**src/rtl/outport_alloc_pkg.sv**
```systemverilog
// outport_alloc_pkg: shared flit format, type codes and allocator FSM
// encodings used by the output-port allocator and its arbiter.
package outport_alloc_pkg;

  localparam int DATAW    = 31;
  localparam int VCHW     = 0;
  localparam int TYPEW    = 1;
  localparam int TYPE_MSB = DATAW;
  localparam int TYPE_LSB = DATAW - TYPEW;
  localparam int NPORT    = 5;

  localparam logic [TYPEW:0] TYPE_HEAD     = 2'b00;
  localparam logic [TYPEW:0] TYPE_BODY     = 2'b01;
  localparam logic [TYPEW:0] TYPE_TAIL     = 2'b10;
  localparam logic [TYPEW:0] TYPE_HEADTAIL = 2'b11;

  localparam logic Enable  = 1'b1;
  localparam logic Disable = 1'b0;

  typedef enum logic [1:0] {
    IDLE = 2'b00,
    BUSY = 2'b01
  } state_t;

  function automatic logic [2:0] rr_next(
    input logic [2:0] p
  );
    return (p == 3'd4) ? 3'd0 : p + 3'd1;
  endfunction

endpackage

```
**src/rtl/outport_alloc_rr_arb5.sv**
```systemverilog
// rr_arb5: combinational 5-way round-robin arbiter.
// Ports: req (requests), ptr (highest-priority index), gnt (one-hot winner).
module rr_arb5
  import outport_alloc_pkg::*;
(
  input  logic [4:0] req,
  input  logic [2:0] ptr,
  output logic [4:0] gnt
);

  logic [2:0] idx;

  // Walk from the farthest slot back to ptr so the
  // first requester at or after ptr overwrites last.
  always_comb begin
    gnt = '0;
    idx = '0;
    for (int k = NPORT - 1; k >= 0; k--) begin
      idx = 3'((int'(ptr) + k) % NPORT);
      if (req[idx]) begin
        gnt      = '0;
        gnt[idx] = Enable;
      end
    end
  end

endmodule

```
**src/rtl/outport_alloc.sv**
```systemverilog
// outport_alloc: output-port allocator, per-VC credit manager and flit mux.
// Ports: req/ovch/send/idata per input, grt per input, ilck/irdy/credit_in
// per VC, odata/osend/oovch output link, err sticky protocol error.
module outport_alloc
  import outport_alloc_pkg::*;
#(
  parameter int ROUTERID = 0,
  parameter int PCHID    = 0,
  parameter int NVCH     = 2,
  parameter int BUFDEPTH = 4
)(
  input  logic            clk,
  input  logic            rst_,
  input  logic            req_0,
  input  logic            req_1,
  input  logic            req_2,
  input  logic            req_3,
  input  logic            req_4,
  input  logic [VCHW:0]   ovch_0,
  input  logic [VCHW:0]   ovch_1,
  input  logic [VCHW:0]   ovch_2,
  input  logic [VCHW:0]   ovch_3,
  input  logic [VCHW:0]   ovch_4,
  input  logic            send_0,
  input  logic            send_1,
  input  logic            send_2,
  input  logic            send_3,
  input  logic            send_4,
  input  logic [DATAW:0]  idata_0,
  input  logic [DATAW:0]  idata_1,
  input  logic [DATAW:0]  idata_2,
  input  logic [DATAW:0]  idata_3,
  input  logic [DATAW:0]  idata_4,
  output logic            grt_0,
  output logic            grt_1,
  output logic            grt_2,
  output logic            grt_3,
  output logic            grt_4,
  output logic [NVCH-1:0] ilck,
  output logic [NVCH-1:0] irdy,
  input  logic [NVCH-1:0] credit_in,
  output logic [DATAW:0]  odata,
  output logic            osend,
  output logic [VCHW:0]   oovch,
  output logic            err
);

  localparam int CW = $clog2(BUFDEPTH + 1);

  // Identifiers are informational; block only
  // exists for an impossible configuration.
  if (ROUTERID < 0 || PCHID < 0) begin : g_bad_id
  end

  logic [4:0]     req_v, send_v, cand, win;
  logic [VCHW:0]  ovch_a [NPORT];
  logic [DATAW:0] idata_a [NPORT];

  assign req_v  = {req_4, req_3, req_2, req_1, req_0};
  assign send_v = {send_4, send_3, send_2, send_1, send_0};
  assign ovch_a = '{ovch_0, ovch_1, ovch_2, ovch_3, ovch_4};
  assign idata_a = '{idata_0, idata_1, idata_2, idata_3, idata_4};

  state_t         state_q, state_n;
  logic [2:0]     owner_q, owner_n;
  logic [2:0]     rr_q, rr_n;
  logic [VCHW:0]  vc_q, vc_n;
  logic [4:0]     grt_q, grt_n;
  logic [NVCH-1:0] lck_q, lck_n;
  logic [NVCH-1:0] dec, ovf;
  logic [DATAW:0] od_q, od_n;
  logic           os_q, os_n;
  logic [VCHW:0]  oov_q, oov_n;
  logic           err_q, err_n;
  logic           fst_q, fst_n;
  logic           ow_send;
  logic [DATAW:0] ow_data;
  logic [TYPEW:0] ftype;

  for (genvar v = 0; v < NVCH; v++) begin : g_credit
    logic [CW-1:0] cnt;
    logic          inc;
    assign inc = credit_in[v];
    always_ff @(posedge clk or posedge rst_) begin
      if (rst_)
        cnt <= CW'(BUFDEPTH);
      else if (inc && !dec[v]) begin
        if (cnt != CW'(BUFDEPTH))
          cnt <= cnt + CW'(1);
      end else if (!inc && dec[v])
        cnt <= cnt - CW'(1);
    end
    assign ovf[v]  = inc & !dec[v] & (cnt == CW'(BUFDEPTH));
    assign irdy[v] = (cnt != '0);
  end

  always_comb begin
    cand = '0;
    for (int i = 0; i < NPORT; i++)
      cand[i] = req_v[i] & !lck_q[ovch_a[i]]
              & irdy[ovch_a[i]];
  end

  rr_arb5 u_arb (
    .req (cand),
    .ptr (rr_q),
    .gnt (win)
  );

  assign ow_send = send_v[owner_q];
  assign ow_data = idata_a[owner_q];
  assign ftype   = ow_data[TYPE_MSB:TYPE_LSB];

  always_comb begin
    state_n = state_q;
    owner_n = owner_q;
    vc_n    = vc_q;
    grt_n   = grt_q;
    lck_n   = lck_q;
    rr_n    = rr_q;
    od_n    = od_q;
    os_n    = Disable;
    oov_n   = oov_q;
    err_n   = err_q | (|ovf);
    fst_n   = fst_q;
    dec     = '0;
    unique case (state_q)
      IDLE: begin
        if (|win) begin
          for (int i = 0; i < NPORT; i++)
            if (win[i]) begin
              owner_n = 3'(i);
              vc_n    = ovch_a[i];
            end
          grt_n       = win;
          lck_n[vc_n] = Enable;
          fst_n       = Disable;
          state_n     = BUSY;
        end
      end
      BUSY: begin
        if (ow_send) begin
          if (irdy[vc_q]) begin
            od_n      = ow_data;
            os_n      = Enable;
            oov_n     = vc_q;
            dec[vc_q] = Enable;
            fst_n     = Enable;
          end else
            err_n = Enable;
          // A second head inside one packet is a framing error.
          if (fst_q && ftype == TYPE_HEAD)
            err_n = Enable;
          if (ftype == TYPE_TAIL ||
              ftype == TYPE_HEADTAIL) begin
            grt_n       = '0;
            lck_n[vc_q] = Disable;
            rr_n        = rr_next(owner_q);
            fst_n       = Disable;
            state_n     = IDLE;
          end
        end
      end
      default: state_n = IDLE;
    endcase
  end

  always_ff @(posedge clk or posedge rst_) begin
    if (rst_) begin
      state_q <= IDLE;
      owner_q <= '0;
      rr_q    <= '0;
      vc_q    <= '0;
      grt_q   <= '0;
      lck_q   <= '0;
      od_q    <= '0;
      os_q    <= Disable;
      oov_q   <= '0;
      err_q   <= Disable;
      fst_q   <= Disable;
    end else begin
      state_q <= state_n;
      owner_q <= owner_n;
      rr_q    <= rr_n;
      vc_q    <= vc_n;
      grt_q   <= grt_n;
      lck_q   <= lck_n;
      od_q    <= od_n;
      os_q    <= os_n;
      oov_q   <= oov_n;
      err_q   <= err_n;
      fst_q   <= fst_n;
    end
  end

  assign {grt_4, grt_3, grt_2, grt_1, grt_0} = grt_q;
  assign ilck  = lck_q;
  assign odata = od_q;
  assign osend = os_q;
  assign oovch = oov_q;
  assign err   = err_q;

endmodule

```
**config.mk**
```make
export PLATFORM = sky130hd
export DESIGN_NAME = outport_alloc
export DESIGN_NICKNAME = d
export VERILOG_FILES = /design/src/rtl/outport_alloc_pkg.sv /design/src/rtl/outport_alloc_rr_arb5.sv /design/src/rtl/outport_alloc.sv
export SDC_FILE = /design/constraint.sdc
export NUM_CORES = 1
export LEC_CHECK = 0
export ABC_AREA = 1
export CORE_MARGIN = 2
export CORE_UTILIZATION = 45
export CTS_CLUSTER_SIZE = 30
export DETAILED_ROUTE_END_ITERATION = 8
export PLACE_DENSITY_LB_ADDON = 0.05
export SLEW_MARGIN = 20
export SYNTH_ARGS = -nofsm -noshare
export SYNTH_HDL_FRONTEND = slang
export SYNTH_HIERARCHICAL = 1
export SYNTH_SLANG_ARGS = --single-unit
```
**constraint.sdc**
```tcl
create_clock -name clk -period 6.5 [get_ports clk]
set_clock_uncertainty 0.1 [all_clocks]
set_input_delay 0.65 -clock clk [delete_from_list [all_inputs] [get_ports clk]]
set_output_delay 0.65 -clock clk [all_outputs]
set_load 0.03 [all_outputs]
```
# --- Word level (Yosys, flattened, before mapping) ---
# Cells that the tools add are included.
classes:
  addsub: 9
  n_mul: 0
  div: 5
  order_cmp: 21
  n_eq_ne: 14
  shifts: 0
  n_mux: 102
  bitwise: 19
  reduce_logical: 41
op_table:
  columns: ["op", "n"]
  rows:
  - ["modulo 32 x 4 -> 32 bit (second input constant)", 4]
  - ["binary-select mux 32 bit (select 3 bit)", 1]
  - ["two-way mux 32 bit", 2]
  - ["two-way mux 1 bit", 53]
  - ["two-way mux 5 bit", 8]
  - ["two-way mux 3 bit", 12]
  - ["modulo 4 x 4 -> 32 bit (second input constant)", 1]
  - ["< comparator 3 x 4 -> 1 bit (second input constant)", 6]
  - ["binary-select mux 1 bit (select 3 bit)", 6]
  - ["two-way mux 2 bit", 9]
  - ["demux 1 bit (select 3 bit)", 5]
  - ["greater-or-equal comparator 3 x 1 -> 1 bit (second input constant)", 5]
  - ["bitwise AND 1 bit", 14]
  - ["< comparator 1 x 2 -> 1 bit (second input constant)", 7]
  - ["logical AND 1 bit", 12]
  - ["AND reduction 3 bit", 4]
  - ["case mux 5 bit (2 select lines)", 1]
  - ["adder 3 x 1 -> 3 bit (second input constant)", 3]
  - ["equality test 3 bit (second input constant)", 3]
  - ["zero test 1 bit", 9]
  - ["!= test 3 bit (second input constant)", 3]
  - ["adder 3 x 2 -> 4 bit (second input constant)", 2]
  - ["case mux 2 bit (2 select lines)", 2]
  - ["AND reduction 4 bit", 2]
  - ["other kinds (24)", 37]
totals:
  register_bits: 58
  latchBits: 0
  ram_bits: 0
  mem_bits_ro: 0
  input_bits: 179
  output_inout_bits: 44
  wordCells: 224
  n_memories: 0

# --- Depth between registers and ports, before layout ---
# Gate-level depths: netlist (run 1).
depth:
  word_depth: 26
  ltp_mapped: 36
  mapped_depth_nobuf: 36

# --- Hierarchy ---
# The synthesis (run 1) kept the hierarchy.
modules_own_cells:
  columns: ["module", "instances", "cells_each", "area_each_um2", "seq_area_each_um2"]
  rows:
  - ["outport_alloc", 1, 546, 3962.6, 1428.9]
  - ["rr_arb5", 1, 308, 1682.9, 0.0]

# --- Least setup slack after synthesis (run 1) ---
# OpenSTA, ideal clock, no wires.
synth_timing:
  kind: "register to register"
  from: "reg rr_q[0]"
  to: "reg fst_q"
  setup_ns: 0.126
  t_arrival_ns: 4.311
  t_required_ns: 6.274
  path_slack_ns: 1.964
  stages_incl_launch_ff: 30
  path_buffers: 0
  synth_period_minus_slack_ns: 4.536
  cell_sequence: "dfrtp_1 > clkinv_1 > ha_1 > inv_1 > ha_1 > nor2_1 > nand2_1 > nand2_1 > xor2_1 > ha_1 > inv_1 > or2_2 > nand2_1 > nand2_2 > nand2_1 > nand2_2 > nor2_2 > nand2_1 > nand2_2 > nand3_1 > nand3_1 > nand2_1 > nand2_1 > nand2_1 > nor2_1 > nand4_1 > nand2_1 > inv_1 > o21ai_0 > a21oi_1"
synth_via:
  elab_chain_len: 14
  word_cells_on_any_way: 52
  cone_classes: "add/sub (4); div (5); order compare (10); eq/ne (1); mux (25); reduce/logical (7)"
synth_lines:
  columns: ["item", "line_no", "source"]
  rows:
  - ["start: declaration", "outport_alloc.sv:66", "logic [2:0] rr_q, rr_n;"]
  - ["start signal: assignment", "outport_alloc.sv:184", "rr_q <= rr_n;"]
  - ["adder 3 x 3 -> 4 bit", "outport_alloc_rr_arb5.sv:19", "idx = 3'((int'(ptr) + k) % NPORT);"]
  - ["modulo 32 x 4 -> 32 bit", "outport_alloc_rr_arb5.sv:19", null]
  - ["< comparator 3 x 4 -> 1 bit (not written as such) / greater-or-equal comparator 3 x 1 -> 1 bit (equally long branches)", "outport_alloc_rr_arb5.sv:22", "gnt[idx] = Enable;"]
  - ["logical AND 1 bit (not written as such)", "outport_alloc_rr_arb5.sv:22", null]
  - ["two-way mux 1 bit (not written as such)", "outport_alloc_rr_arb5.sv:22", null]
  - ["demux 1 bit (select 3 bit)", null, null]
  - ["two-way mux 5 bit (4 in series)", "outport_alloc_rr_arb5.sv:20", "if (req[idx]) begin"]
  - ["two-way mux 5 bit *", "outport_alloc_rr_arb5.sv:20", null]
  - ["named net win[3]", "outport_alloc.sv:55", "logic [4:0] req_v, send_v, cand, win;"]
  - ["OR reduction 5 bit *", "outport_alloc.sv:129", "if (|win) begin"]
  - ["!= test 2 bit (no source line) *", null, null]
  - ["AND reduction 4 bit (no source line) *", null, null]
  - ["end signal: assignment", "outport_alloc.sv:180", "fst_q <= Disable;"]
  - ["end signal: assignment", "outport_alloc.sv:192", "fst_q <= fst_n;"]
  - ["end: declaration", "outport_alloc.sv:75", "logic fst_q, fst_n;"]
# Mark *: on every way through the listed nets, which the timed path passes. The rest lies on a longest branch. The select of a mux whose other input is x is not followed.
# A chain may end at the register's enable or synchronous reset.

# --- Final worst setup path (run 1) ---
layout_timing:
  from: "reg rr_q[1]"
  to: "reg fst_q"
# Same word-level chain as after synthesis.

==> metrics.md, run 1 <==
| Metric | Value |
|---|---|
| RSZ-0062 raised after global routing | false |
| Max-slew violations | 0 |
| Layout area overhead | 45.5% |
| Die Y | 116 um |
| Post-CTS setup buffers | 0 |
| Clock Path Buffers | 2 |
| IO Count | 223 |
| Max incr delay on CP | 0.48 ns |
| Worst R2R Start | rr_q[1]$_DFFE_PP0P_ |
| Worst setup path class | register to register |
| MaxCap Viol Count | 0 |
| Leakage power | 3.60 nW |
| Pre-Repair DR Iteration Count | 5 |
| Synth Net Count | 1061 |
| Routed wire per std cell | 15.1 um |
| Pin count of the biggest net entering global routing | 71 |
| Synth unique cells | 42 |
| Die width | 116 um |
| Worst-margin pin slew | 0.886 ns |
| YS warnings | 6 |
| First-pass GRT wire length | 29000 um |
| Hold WS | 0.364 ns |
| Root Buffer | clkbuf_16 |
| Pwr/cell area | 141 mW/mm2 |
| H-tree Lvls | 3 |
| I/O Buffers | 222 |
| CTS resizes | 0 |
| Final setup violating endpoints | 0 |
| GRT Total Usage | 27.3% |
| Worst r2r dst | fst_q$_DFFE_PP0P_ |
| Top FF cell, synth | dfrtp_1 |
| Hold Path Depth | 2 |
| # DRC | 0 |
| Maximum clock frequency | 196 MHz |
| Initial antenna violation count | 0 |
| Final Wtd Congestion | 0.936 |
| Post-synthesis async set-or-reset flop share | 100% |
| Final Critical Period | 5.11 ns |
| Crit path max-delay cell type | dfrtp_1 |
| Synth Area per Inst | 6.61 um2 |
| Core Rows | 40 |
| Initial Utilization | 46.6% |
| Syn Std Cell Area | 0.00565 mm2 |
| Full die area | 0.0135 mm2 |
| Slew HR | 40.8% |
| Worst hold path type | register to register |
| R2r setup slk | 1.39 ns |
| CP required | 6.61 ns |
| Peak supply drop | 0.139 mV |
| Final Cycle Share | 78.7% |
| Layout cells sized above 1 | 10.5% |
| Cts hold-fix bufs | 0 |
| CP max FO | 10 |
| Worst hold path endpoint | err$_DFF_PP0_ |
| GRT overflow | 0 |
| DRT iter0 DRCs | 429 |
| Critical path launch point type | register |
| Total CTS buffers | 9 |
| FF-to-FF path depth | 31 |
| Critical Path Sink Type | register |
| Sequential area share after synthesis | 25.3% |
| Hold Startpoint | err$_DFF_PP0_ |
| Setup TNS | 0 ns |
| Final WL | 18500 um |
| Crit path DAT | 5.22 ns |
| CTS tree | built |
| Most used cell, CP | nand2_1 |
| Clock transition at path regs | 0.05 ns |
| Post-synthesis register bit count | 57 |
| Status | finished clean |
| Worst skew pair latency | 0.32 ns |
| Syn Inst Count | 854 |
| Detail Route Antenna Nets | 0 |
| Final hold viol count | 0 |
| Total clock sinks | 57 |
| Layout Nets | 1260 |
| Number of synthesized flops with an enable pin | 0 |
| Core area | 0.0121 mm2 |
| Drt via density | 5.21 |
| Vias | 6388 |
| DP Wirelength | 14100 um |
| Vias in the first global route | 5867 |
==> Yosys cell counts (4+ instances only) <==
cell type	instances	area share [%]
xor2_1	4	0.62
or2_2	4	0.44
nand2_2	14	1.6
nand2_1	195	13
o31ai_2	28	6.2
dfrtp_1	55	24
inv_1	65	4.3
a21oi_1	43	3.8
nand3_2	7	1.2
nand3_1	72	6.4
clkbuf_1	26	1.7
o21ai_2	4	0.62
nand4_1	9	1.0
ha_1	26	5.8
nand2_4	6	1.2
o21ai_0	94	8.3
o22ai_1	31	3.4
inv_2	9	0.60
buf_2	10	0.89
buf_6	5	1.0
nor2_1	111	7.4
nor3_1	7	0.62
==> cell usage in the layout (no fill, tap or decap), types with 8 or more instances in the layout <==
cell	count
clkbuf_16	9
o31ai_2	28
nand2_2	14
o21ai_0	94
nand4_1	9
dfrtp_1	54
buf_4	8
inv_1	63
inv_2	11
a21oi_1	43
nor2_1	111
ha_1	26
nand2_1	195
nand3_1	72
clkdlybuf4s50_1	222
o22ai_1	31
==> critical path: cells and delay by family, from the launching register on <==
kind	cells	cell delay, ns
XOR/XNOR	1	0.27
AND/OR/NAND/NOR	19	2.22
AO/OA/AOI/OAI	2	0.28
adder cells (fa/ha/maj)	4	0.97
buffers and inverters	5	0.68
flip-flops	1	0.48
==> power breakdown <==
part,switching [W],internal (W),leakage (nW)
clock network,0.000171,0.000268,0.135
registers,0.0000260,0.000379,0.739
logic,0.000146,0.000170,2.73
==> sequential cells by signal, summed over array words and instances (netlist names) <==
signal,flops
oovch,1
vc_q,1
owner_q,3
fst_q,1
ilck,2
rr_q,3
osend,1
state_q,1
odata,32
err,1
g_credit.cnt,6
grt_q,5
==> through the flow <==
stage                     instances  utilization (%)  cell area (um2)  worst slack [ns]  power, W
after floorplan                 854                -             5650              1.96  0.000568
after global placement         1210             65.5             7930              1.61  0.000725
after CTS                      1226             67.8             8210              1.41   0.00117
after detailed placement       1210             65.5             7930              1.43  0.000726
after global routing           1226             67.8             8210             0.688   0.00123
final                          1227             67.8             8210              1.39   0.00116
==> worst max-delay path by stage <==
stage	start	to	slack (ns)	depth (start not counted)
detailed placement	rr_q[1]$_DFFE_PP0P_	fst_q$_DFFE_PP0P_	1.43	31
CTS	rr_q[1]$_DFFE_PP0P_	fst_q$_DFFE_PP0P_	1.41	31
floorplan	rr_q[0]$_DFFE_PP0P_	fst_q$_DFFE_PP0P_	1.96	29
global placement	rr_q[1]$_DFFE_PP0P_	fst_q$_DFFE_PP0P_	1.61	31
finish	rr_q[1]$_DFFE_PP0P_	fst_q$_DFFE_PP0P_	1.39	31
global route	rr_q[1]$_DFFE_PP0P_	fst_q$_DFFE_PP0P_	0.69	31
==> final cells by class <==
| type | count | area, um2 |
|---|---|---|
| clock inverter | 6 | 42.5 |
| tap | 168 | 210 |
| fill | 1143 | 3900 |
| sequential | 57 | 1430 |
| clock buffer | 10 | 239 |
| antenna | 1 | 2.50 |
| inverter | 77 | 289 |
| timing repair buffer | 230 | 2280 |
| multi-input combinational | 678 | 3720 |
==> layer usage <==
metal  GRT usage [%]  part of all wire [%]  vias to the layer above
li1                -                     -                     3260
met1            35.3                    43                     2870
met2            44.3                    48                      218
met3            6.38                   5.9                       40
met4            10.8                   3.6                        0
met5               0                     0                        -
==> cells by family after synthesis <==
logic type | after synthesis | share of synthesized area [%]
and+or+nand+nor | 432 | 33.8
AOI/OAI and AO/OA | 210 | 23.9
buffers and inverters | 119 | 8.87
DFF | 57 | 25.3
adders and majority gates | 28 | 6.47
xor gates and xnor gates | 8 | 1.64
(Power assumes the default switching activity.)
==> run 2: changes to the inputs <==
Settings changed: CORE_UTILIZATION 45 to 41.
Clock period 6.5 ns to 4.7 ns, I/O delays scaled along.
==> run 2 against run 1 <==
Compared with the run above:
- critical path depth grew 1
- worst setup slack lost 1.0 ns
- non-clock buffer count grew 9
- worst hold slack is essentially flat
- fmax grew 19%
- sequential cell count is the same
- clock power grew 79%
- critical endpoint is now vc_q$_DFFE_PP0P_
==> metrics.md, run 2 (synthesis results as in run 1) <==
| Metric | Value |
|---|---|
| Die Y | 121 um (was 116 um) |
| Drt via density | 5.19 (was 5.21) |
| Initial Utilization | 42.3% (was 46.6%) |
| Maximum clock frequency | 232 MHz (was 196 MHz) |
| Layout area overhead | 49.5% (was 45.5%) |
| CP max FO | 8 (was 10) |
| MaxCap Viol Count | 0 (unchanged) |
| Layout cells sized above 1 | 12.1% (was 10.5%) |
| Core Rows | 42 (was 40) |
| Worst hold path type | register to register (unchanged) |
| Critical path launch point type | register (unchanged) |
| FF-to-FF path depth | 32 (was 31) |
| Met3 Wirelength | 1100 um (unchanged) |
| Ant diodes | 0 (was 1) |
| Hold WS | 0.364 ns (about the same) |
| Layout Nets | 1269 (was 1260) |
| Core area | 0.0133 mm2 (was 0.0121 mm2) |
| Final hold viol count | 0 (unchanged) |
| Worst skew pair latency | 0.33 ns (was 0.32 ns) |
| Total CTS buffers | 9 (unchanged) |
| Crit path DAT | 4.43 ns (was 5.22 ns) |
| Detail Route Antenna Nets | 0 (unchanged) |
| Root Buffer | clkbuf_16 (unchanged) |
| Max incr delay on CP | 0.37 ns (was 0.48 ns) |
| Routed wl met2 | 9370 um (was 8810 um) |
| Routed wire per std cell | 15.2 um (was 15.1 um) |
| Most used cell, CP | nand2_1 (unchanged) |
| # DRC | 0 (unchanged) |
| Total power | 0.00179 W (was 0.00116 W) |
| Pwr/cell area | 212 mW/mm2 (was 141 mW/mm2) |
| Crit path max-delay cell type | dfrtp_1 (unchanged) |
| R2r setup slk | 0.39 ns (was 1.39 ns) |
| Final Critical Period | 4.31 ns (was 5.11 ns) |
| Peak supply drop | 0.167 mV (was 0.139 mV) |
| Most common cell after layout, fill and taps aside | clkdlybuf4s50_1 (unchanged) |
| Final Wtd Congestion | 0.868 (was 0.936) |
| Leakage power | 3.70 nW (was 3.60 nW) |
| Final Cycle Share | 91.7% (was 78.7%) |
| Vias | 6453 (was 6388) |
| Final setup violating endpoints | 0 (unchanged) |
| Max-slew violations | 0 (unchanged) |
| Final WL | 18900 um (was 18500 um) |
| DRT iter0 DRCs | 400 (was 429) |
| Clock Path Buffers | 2 (unchanged) |
| Pre-Repair DR Iteration Count | 5 (unchanged) |
| Initial antenna violation count | 0 (unchanged) |
| GRT Total Usage | 25.7% (was 27.3%) |
| Vias in the first global route | 6153 (was 5867) |
| Max reg flops | 32 (unchanged) |
| Slew HR | 46.5% (was 40.8%) |
| CP required | 4.82 ns (was 6.61 ns) |
| I/O Buffers | 222 (unchanged) |
| Highest Signal Layer | met4 (unchanged) |
| Die width | 121 um (was 116 um) |
| First-pass GRT wire length | 30400 um (was 29000 um) |
| H-tree Lvls | 3 (unchanged) |
| DP Wirelength | 14300 um (was 14100 um) |
| Most frequent cells in the layout | clkdlybuf4s50_1 (222), nand2_1 (191), nor2_1 (109) (was clkdlybuf4s50_1 (222), nand2_1 (195), nor2_1 (111)) |
| CTS tree | built (unchanged) |
| Critical Path Sink Type | register (unchanged) |
| Clock transition at path regs | 0.06 ns (was 0.05 ns) |
| Cts hold-fix bufs | 0 (unchanged) |
| Hold Path Depth | 2 (unchanged) |
| Pin count of the biggest net entering global routing | 70 (was 71) |
| Worst-margin pin slew | 0.802 ns (was 0.886 ns) |
| WL met1 | 8040 um (was 7920 um) |
| Total clock sinks | 57 (unchanged) |
| Status | finished clean (unchanged) |
| Worst setup path class | register to register (unchanged) |
| Full die area | 0.0147 mm2 (was 0.0135 mm2) |
| IO Count | 223 (unchanged) |
| GRT overflow | 0 (unchanged) |
-- run 2: cell types whose count changed in the layout (fill, tap and decap cells not counted), moves of 2 or more --
| cell | change |
|---|---|
| buf_4 | +9 |
| bufinv_16 | +3 |
| clkinv_2 | -2 |
| clkinvlp_4 | -2 |
| ha_1 | -2 |
| nand2_1 | -4 |
| nand2_4 | +3 |
| nor2_1 | -2 |
-- run 2: layout make-up --
type / count / area, um2
Multi-Input combinational cell: 678 / 3790
Clock buffer: 12 / 256
Fill cell: 1238 / 4910
Inverter: 77 / 289
Timing Repair Buffer: 239 / 2350
Clock inverter: 4 / 98.8
Sequential cell: 57 / 1430
Tap cell: 176 / 220
-- run 2: path summary, 6_finish.rpt --
kind / from / to
setup / recovery: rr_q[1]$_DFFE_PP0P_ / vc_q$_DFFE_PP0P_
hold / removal: err$_DFF_PP0_ / err$_DFF_PP0_
setup reg to reg: rr_q[1]$_DFFE_PP0P_ / vc_q$_DFFE_PP0P_
hold reg to reg: err$_DFF_PP0_ / err$_DFF_PP0_
max in group asynchronous: rst_ / g_credit[1].cnt[2]$_DFFE_PP1P_
min in group asynchronous: rst_ / odata[28]$_DFFE_PP0P_
-- run 2: what timing repair did --
action | CTS | global route
endpoints found under the setup margin | 0 | 13
resized for setup | 0 | 16
setup buffers | 0 | 2
-- run 2: layer usage --
layer  vias up  GRT usage [%]
li1       3277              -
met2       210           44.7
met1      2943           32.7
met3        23           5.12
met4         0           6.61
met5         -              0
-- run 2: critical path, delay by kind of cell (launching register included) --
kind,cells,cell delay (ns)
compound gates,2,0.20
flops,1,0.37
fa+ha+maj,4,0.87
xor+xnor,1,0.19
buf+inv,6,0.52
simple gates,19,1.94
-- run 2: per-stage QoR --
stage	util, %	TNS, ns	instances	setup WS (ns)	instance area (um2)
after floorplan	-	0	854	0.164	5650
after global placement	59.9	0	1225	0.325	7990
after detailed placement	59.9	0	1225	0.195	7990
after CTS	62.5	0	1241	0.179	8350
after global routing	63.2	-0.0429	1243	-0.0429	8440
final	63.2	0	1243	0.391	8440
-- run 2: power by group --
group / internal (W) / total [W] / leakage [nW] / switching [W]
sequential: 0.000524 / 0.000557 / 0.738 / 0.0000328
combinational: 0.000236 / 0.000440 / 2.79 / 0.000204
clock: 0.000549 / 0.000789 / 0.173 / 0.000240
